### config.mk
export PLATFORM = sky130hd
export DESIGN_NAME = serializer
export DESIGN_NICKNAME = d
export VERILOG_FILES = /design/src/rtl/serializer.sv
export SDC_FILE = /design/constraint.sdc
export NUM_CORES = 1
export LEC_CHECK = 0
export CAP_MARGIN = 20
export CORE_UTILIZATION = 54
export CTS_CLUSTER_SIZE = 12
export DETAILED_ROUTE_END_ITERATION = 6
export HOLD_SLACK_MARGIN = 0.08
export PLACE_DENSITY_LB_ADDON = 0.08
export SYNTH_ARGS = -nofsm -noshare
export SYNTH_HDL_FRONTEND = slang
export SYNTH_SLANG_ARGS = --single-unit
### constraint.sdc
create_clock -name clk_i -period 3.75 [get_ports clk_i]
set_input_delay 0.5625 -clock clk_i [delete_from_list [all_inputs] [get_ports clk_i]]
set_output_delay 0.5625 -clock clk_i [all_outputs]
set_load 0.01 [all_outputs]
### src/rtl/serializer.sv
// Parallel-to-serial converter, MSB first, one bit per clock with a per-bit valid strobe.
// A new word can be accepted during the last bit of the current one, giving a gapless stream.
module serializer #(
    parameter int DATA_BUS_WIDTH = 16,
    parameter int MOD_WIDTH      = $clog2(DATA_BUS_WIDTH)
) (
    input  logic                      clk_i,
    input  logic                      arst_n_i,
    input  logic [DATA_BUS_WIDTH-1:0] data_i,
    input  logic [MOD_WIDTH-1:0]      data_mod_i,
    input  logic                      data_val_i,
    output logic                      busy_o,
    output logic                      ser_data_o,
    output logic                      ser_data_val_o
);

    // state  | meaning
    // IDLE_S | no word in flight, outputs held at 0
    // SEND_S | emitting bits; cnt holds bits remaining including the one on the output
    typedef enum logic [1:0] {
        IDLE_S = 2'b00,
        SEND_S = 2'b01
    } state_t;

    localparam int               CNT_W    = MOD_WIDTH + 1;
    localparam logic [CNT_W-1:0] CNT_ONE  = CNT_W'(1);
    localparam logic [CNT_W-1:0] CNT_FULL = CNT_W'(DATA_BUS_WIDTH);

    state_t                    state, state_nxt;
    logic [DATA_BUS_WIDTH-1:0] shift_reg, shift_nxt;
    logic [CNT_W-1:0]          cnt, cnt_nxt;
    logic                      ser_data_nxt, ser_data_val_nxt;
    logic                      accept, do_load;
    logic [CNT_W-1:0]          len;

    assign busy_o = (state == SEND_S) && (cnt > CNT_ONE);
    assign accept = data_val_i && !busy_o;
    assign len    = (data_mod_i == '0) ? CNT_FULL : {1'b0, data_mod_i};

    always_comb begin
        state_nxt        = state;
        shift_nxt        = shift_reg;
        cnt_nxt          = cnt;
        ser_data_nxt     = 1'b0;
        ser_data_val_nxt = 1'b0;
        do_load          = 1'b0;
        case (state)
            IDLE_S: begin
                do_load = accept;
            end
            SEND_S: begin
                if (cnt > CNT_ONE) begin
                    ser_data_nxt     = shift_reg[DATA_BUS_WIDTH-1];
                    ser_data_val_nxt = 1'b1;
                    shift_nxt        = shift_reg << 1;
                    cnt_nxt          = cnt - CNT_ONE;
                end else if (accept) begin
                    do_load = 1'b1;
                end else begin
                    state_nxt = IDLE_S;
                    shift_nxt = '0;
                    cnt_nxt   = '0;
                end
            end
            default: begin
                state_nxt        = state_t'('x);
                shift_nxt        = 'x;
                cnt_nxt          = 'x;
                ser_data_nxt     = 1'bx;
                ser_data_val_nxt = 1'bx;
            end
        endcase
        // The first bit goes straight to the output; the register keeps only what is left.
        if (do_load) begin
            state_nxt        = SEND_S;
            ser_data_nxt     = data_i[DATA_BUS_WIDTH-1];
            ser_data_val_nxt = 1'b1;
            shift_nxt        = {data_i[DATA_BUS_WIDTH-2:0], 1'b0};
            cnt_nxt          = len;
        end
    end

    always_ff @(posedge clk_i or negedge arst_n_i) begin
        if (!arst_n_i) begin
            state          <= IDLE_S;
            shift_reg      <= '0;
            cnt            <= '0;
            ser_data_o     <= 1'b0;
            ser_data_val_o <= 1'b0;
        end else begin
            state          <= state_nxt;
            shift_reg      <= shift_nxt;
            cnt            <= cnt_nxt;
            ser_data_o     <= ser_data_nxt;
            ser_data_val_o <= ser_data_val_nxt;
        end
    end

endmodule

==> results of run 1 <==
-- path summary, 6_finish.rpt --
kind	slack, ns	cells after the start	endpoint	startpoint
setup / recovery	1.23	5	busy_o	cnt[1]
hold / removal	0.47	1	shift_reg[1]	arst_n_i
setup reg to reg	1.87	5	cnt[3]	cnt[1]
hold reg to reg	0.51	2	ser_data_o	shift_reg[15]
max in group asynchronous	2.91	2	shift_reg[13]	arst_n_i
min in group clk_i	0.51	2	ser_data_o	shift_reg[15]
-- critical path, stage by stage, from the launching register on --
cell	delay (ns)
dfrtp_1	0.44
inv_1	0.08
ha_1	0.18
o21bai_2	0.21
a21boi_2	0.18
clkdlybuf4s50_1	0.56
-- stage by stage --
stage | utilization, % | hold WS [ns] | cells | total power (uW)
finish | 70.6 | 0.471 | 169 | 1040
global placement | 68.1 | 0.491 | 164 | 905
detailed placement | 68.1 | 0.476 | 164 | 929
global route | 70.6 | 0.460 | 169 | 1130
CTS | 69.3 | 0.516 | 168 | 1040
floorplan | - | 0.267 | 118 | 782
-- metal layers --
metal	vias up	global-route usage [%]	routed length, um
met3	4	4.01	130
li1	483	-	-
met2	26	36.4	1210
met5	-	0	0
met4	0	7.14	31
met1	500	29.1	1130
-- logic make-up after synthesis --
family | count (synthesis) | synth area share, %
AND/OR/NAND/NOR | 20 | 9.22
flip-flops | 23 | 46.1
AO/OA/AOI/OAI | 42 | 22.4
buffers and inverters | 13 | 5.81
multiplexers | 18 | 14.4
adder cells (fa/ha/maj) | 2 | 2.00
-- final cells by class --
class,count,area [sq um]
Multi-Input combinational cell,82,601
Clock inverter,1,5.00
Tap cell,28,35.0
Fill cell,166,644
Sequential cell,23,576
Timing Repair Buffer,28,293
Inverter,4,15.0
Clock buffer,3,22.5
-- cells in the final DEF, fill, tap and decap left out, types with 2 or more instances in the layout --
cell type        Yosys  layout
ha_1                 2       2
o21ai_0             19      19
buf_4                1       2
clkbuf_4             0       3
nand2_1              7       7
clkdlybuf4s50_1      0      25
and3_1               2       2
or2_2                2       2
dfrtp_1             23      23
inv_1                4       4
a22oi_1             14      14
mux2i_1             18      18
-- cells in the mapped netlist (2+ instances only) --
| cell | number | area (sq um) |
|---|---|---|
| a22oi_1 | 14 | 105 |
| and3_1 | 2 | 12.5 |
| buf_2 | 4 | 20.0 |
| buf_6 | 2 | 22.5 |
| clkbuf_1 | 2 | 7.51 |
| dfrtp_1 | 23 | 576 |
| ha_1 | 2 | 25.0 |
| inv_1 | 4 | 15.0 |
| mux2i_1 | 18 | 180 |
| nand2_1 | 7 | 26.3 |
| o21ai_0 | 19 | 95.1 |
| or2_2 | 2 | 12.5 |
-- power breakdown --
group	internal (uW)	total [uW]	switching (uW)
Sequential	352	451	99.0
Clock	39.7	111	71.6
Combinational	237	474	237
Total	629	1040	407
==> impl_metrics.ini, run 1 <==
[floorplanning]
die_h_um = 50.1
start_util_pct = 57.0
fp.dieW_um = 50.1
core_sq_um = 2190
fp-row-count = 17
ios = 26
dieArea_sq_um = 2510

[hold_path]
hold_class = input pin to async pin

[critical_path]
arrival_ns = 1.96
required_ns = 3.19
crit_fanout = 4
critPathCaptureType = output pin
start_kind = flip-flop
crit_type = flip-flop to output pin

[placement]
pre_cts_slack_ns = 1.41
place.gp.congestion = 0.955
place_hpwl_um = 1780
dpl_cell_area_sq_um = 1490
io_buffers = 25

[global_route]
grt_use_total_pct = 22.1
grt_pass1_vias = 941
grt_max_degree = 25
gr-total-overflow = 0
antenna_found_initial = 0
grt_pass1_wl_um = 4170

[power]
p_per_area_nw_per_um2 = 670
leakagePower_uw = 0.000684
vdd_drop_max_mv = 0.423

[routing]
drc = 0
dr.pass1.iters = 4
vias = 1013
drt-initial-drc-count = 29
routedWlPerCell_um = 14.8
antenna_left = 0
routed_wl_um = 2500
via_per_inst = 5.99

[sta]
fin_crit_ns = 2.52
max_freq_mhz = 397
setup_tns_ns = 0
final.setup.worst_slack_ns = 1.23
hold_violations = 0
finClkSkew_ns = 0.00247
maxSlewViolCount = 0
min_period_over_period_pct = 67.1
slew_headroom_pct = 54.6
finalSetupViolCount = 0
rsz0062_at_grt = no
max_slew.worst_pin.slew_ns = 0.680

[logic_synthesis]
postSynthCellCount = 118
synth_top_flop_cell = dfrtp_1
async_flop_share_pct = 100
synth_nets = 143
synth_cell_types = 31
synth-seq-area-share_pct = 46.1
syn-cell-area_sq_um = 1250
avgSynthCellArea_sq_um = 10.6
synth_edf_count = 0
yosysWarningCount = 0
synth.ff_latch_count = 23

[clock_network]
clock-sinks = 23
cts_resized = 0
postCtsHoldBufs = 0
path_clk_slew_ns = 0.12
clk_path_buf_depth = 2
postCtsSetupRepairBufs = 0
htreeDepth = 1
cts_tree = yes
cts_made_buffers = 3
clkLatencyLatePin_ns = 0.30
clock-root-buffer = clkbuf_4

[final_layout]
final_layout_size_suffix_gt1_share_pct = 10.6
diodes = 0
largest_reg_flops = 15
finalInstanceArea_sq_um = 1550
fin_nets = 167
syn2layout_area_growth_pct = 23.8

[run_status]
status = finished, final reports clean

[job]
cap_violations = 0
(Power assumes the default switching activity.)
==> inputs of run 2 (changes only) <==
--- a/config.mk
+++ b/config.mk
@@ -6,7 +6,7 @@
 export NUM_CORES = 1
 export LEC_CHECK = 0
 export CAP_MARGIN = 20
-export CORE_UTILIZATION = 54
+export CORE_UTILIZATION = 50
 export CTS_CLUSTER_SIZE = 12
 export DETAILED_ROUTE_END_ITERATION = 6
 export HOLD_SLACK_MARGIN = 0.08
==> constraint.sdc (replaced) <==
create_clock -name clk_i -period 2.6 [get_ports clk_i]
set_input_delay 0.39 -clock clk_i [delete_from_list [all_inputs] [get_ports clk_i]]
set_output_delay 0.39 -clock clk_i [all_outputs]
set_load 0.01 [all_outputs]
==> impl_metrics.ini, run 2 (same netlist as run 1, synthesis figures left out) <==
[run_status]
status = finished, final reports clean

[sta]
finalSetupViolCount = 0
fin_crit_ns = 2.31
max_slew.worst_pin.slew_ns = 0.384
maxSlewViolCount = 0
min_period_over_period_pct = 88.9
setup_tns_ns = 0
slew_headroom_pct = 74.3
finClkSkew_ns = 0.00625
rsz0062_at_grt = no
whs_ns = 0.422
max_freq_mhz = 432
hold_violations = 0

[critical_path]
slowest_stage = clkdlybuf4s50_1
critPathCaptureType = output pin
arrival_ns = 1.92
required_ns = 2.21
crit_fanout = 6
start_kind = flip-flop
cp_cell_sequence = ha_1 > o21bai_2 > a21boi_2 > clkdlybuf4s50_1
cp_slowest_stage_delay_ns = 0.55
crit_type = flip-flop to output pin
path_buf_inv = 1
critPathTopFamily = buffers and inverters

[hold_path]
hold_class = input pin to async pin

[global_route]
grt_use_total_pct = 21.9
grt_pass1_vias = 936
gr-total-overflow = 0
antenna_found_initial = 0
grt_max_degree = 24
grt_pass1_wl_um = 4240

[routing]
wl_met1_um = 1230
dr.pass1.iters = 4
antenna_left = 0
routed_wl_um = 2590
drc = 0
top_layer = met4
vias = 992
routedWlPerCell_um = 15.1
route.met3.wl_um = 114
via_per_inst = 5.80
wl_met2_um = 1210
drt-initial-drc-count = 17

[floorplanning]
dieArea_sq_um = 2700
core_sq_um = 2280
start_util_pct = 54.9
die_h_um = 52.0
fp.dieW_um = 52.0
fp-row-count = 17
ios = 26

[clock_network]
path_clk_slew_ns = 0.13
cts_tree = yes
clkLatencyLatePin_ns = 0.31
cts_made_buffers = 3
postCtsSetupRepairBufs = 0
clock-root-buffer = clkbuf_4
postCtsHoldBufs = 0
htreeDepth = 1
clk_path_buf_depth = 2
cts_resized = 0
clock-sinks = 23

[final_layout]
fin_cells = 171
final_layout_size_suffix_gt1_share_pct = 11.2
largest_reg_flops = 15
fin_nets = 169
final_common_cell = clkdlybuf4s50_1
syn2layout_area_growth_pct = 23.3
diodes = 0
layout_common_cells = clkdlybuf4s50_1 (25), dfrtp_1 (23), o21ai_0 (19)

[placement]
place_hpwl_um = 1800
io_buffers = 25
place.gp.congestion = 0.816
numPlacedInstances = 167

[power]
leakagePower_uw = 0.000683
p_per_area_nw_per_um2 = 981
vdd_drop_max_mv = 1.20

[job]
cap_violations = 0
## run 2: cell count changes in the layout (fill, tap and decap cells not counted), sizes merged
cell,before,now
buf,3,5
clkbuf,3,4
clkinv,1,0
## run 2: path summary, 6_finish.rpt
path	startpoint	slack [ns]	to	depth (start not counted)
setup / recovery	cnt[0]	0.29	busy_o	4
hold / removal	arst_n_i	0.42	shift_reg[12]	2
setup reg to reg	cnt[0]	0.82	shift_reg[11]	6
hold reg to reg	shift_reg[15]	0.53	ser_data_o	2
max in group asynchronous	arst_n_i	1.95	shift_reg[9]	2
min in group clk_i	shift_reg[15]	0.53	ser_data_o	2
## run 2: layout make-up
class | instances | area, sq um
Fill cell | 181 | 736
Multi-Input combinational cell | 82 | 601
Sequential cell | 23 | 576
Timing Repair Buffer | 30 | 288
Tap cell | 28 | 35.0
Clock buffer | 4 | 26.3
Inverter | 4 | 15.0
## run 2: stage by stage
step | cell area (sq um) | util (%) | setup slack (ns) | total power (uW)
5_1_grt | 1540 | 67.7 | 0.145 | 1640
6_report | 1540 | 67.7 | 0.288 | 1510
2_1_floorplan | 1250 | - | 0.993 | 1130
3_5_place_dp | 1510 | 66.5 | 0.587 | 1360
3_3_place_gp | 1510 | 66.5 | 0.640 | 1330
4_1_cts | 1540 | 67.7 | 0.251 | 1530
## run 2: report_power, final
| part | leakage, uW | internal [uW] | switching [uW] |
|---|---|---|---|
| registers | 0.000288 | 508 | 102 |
| clock network | 0.0000150 | 59.9 | 106 |
| logic | 0.000379 | 353 | 382 |
| total | 0.000683 | 921 | 590 |
## run 2: routing by layer
metal / GRT usage (%) / up-vias
li1: - / 486
met4: 10.8 / 0
met5: 0 / -
met1: 29.4 / 474
met2: 34.6 / 28
met3: 2.63 / 4
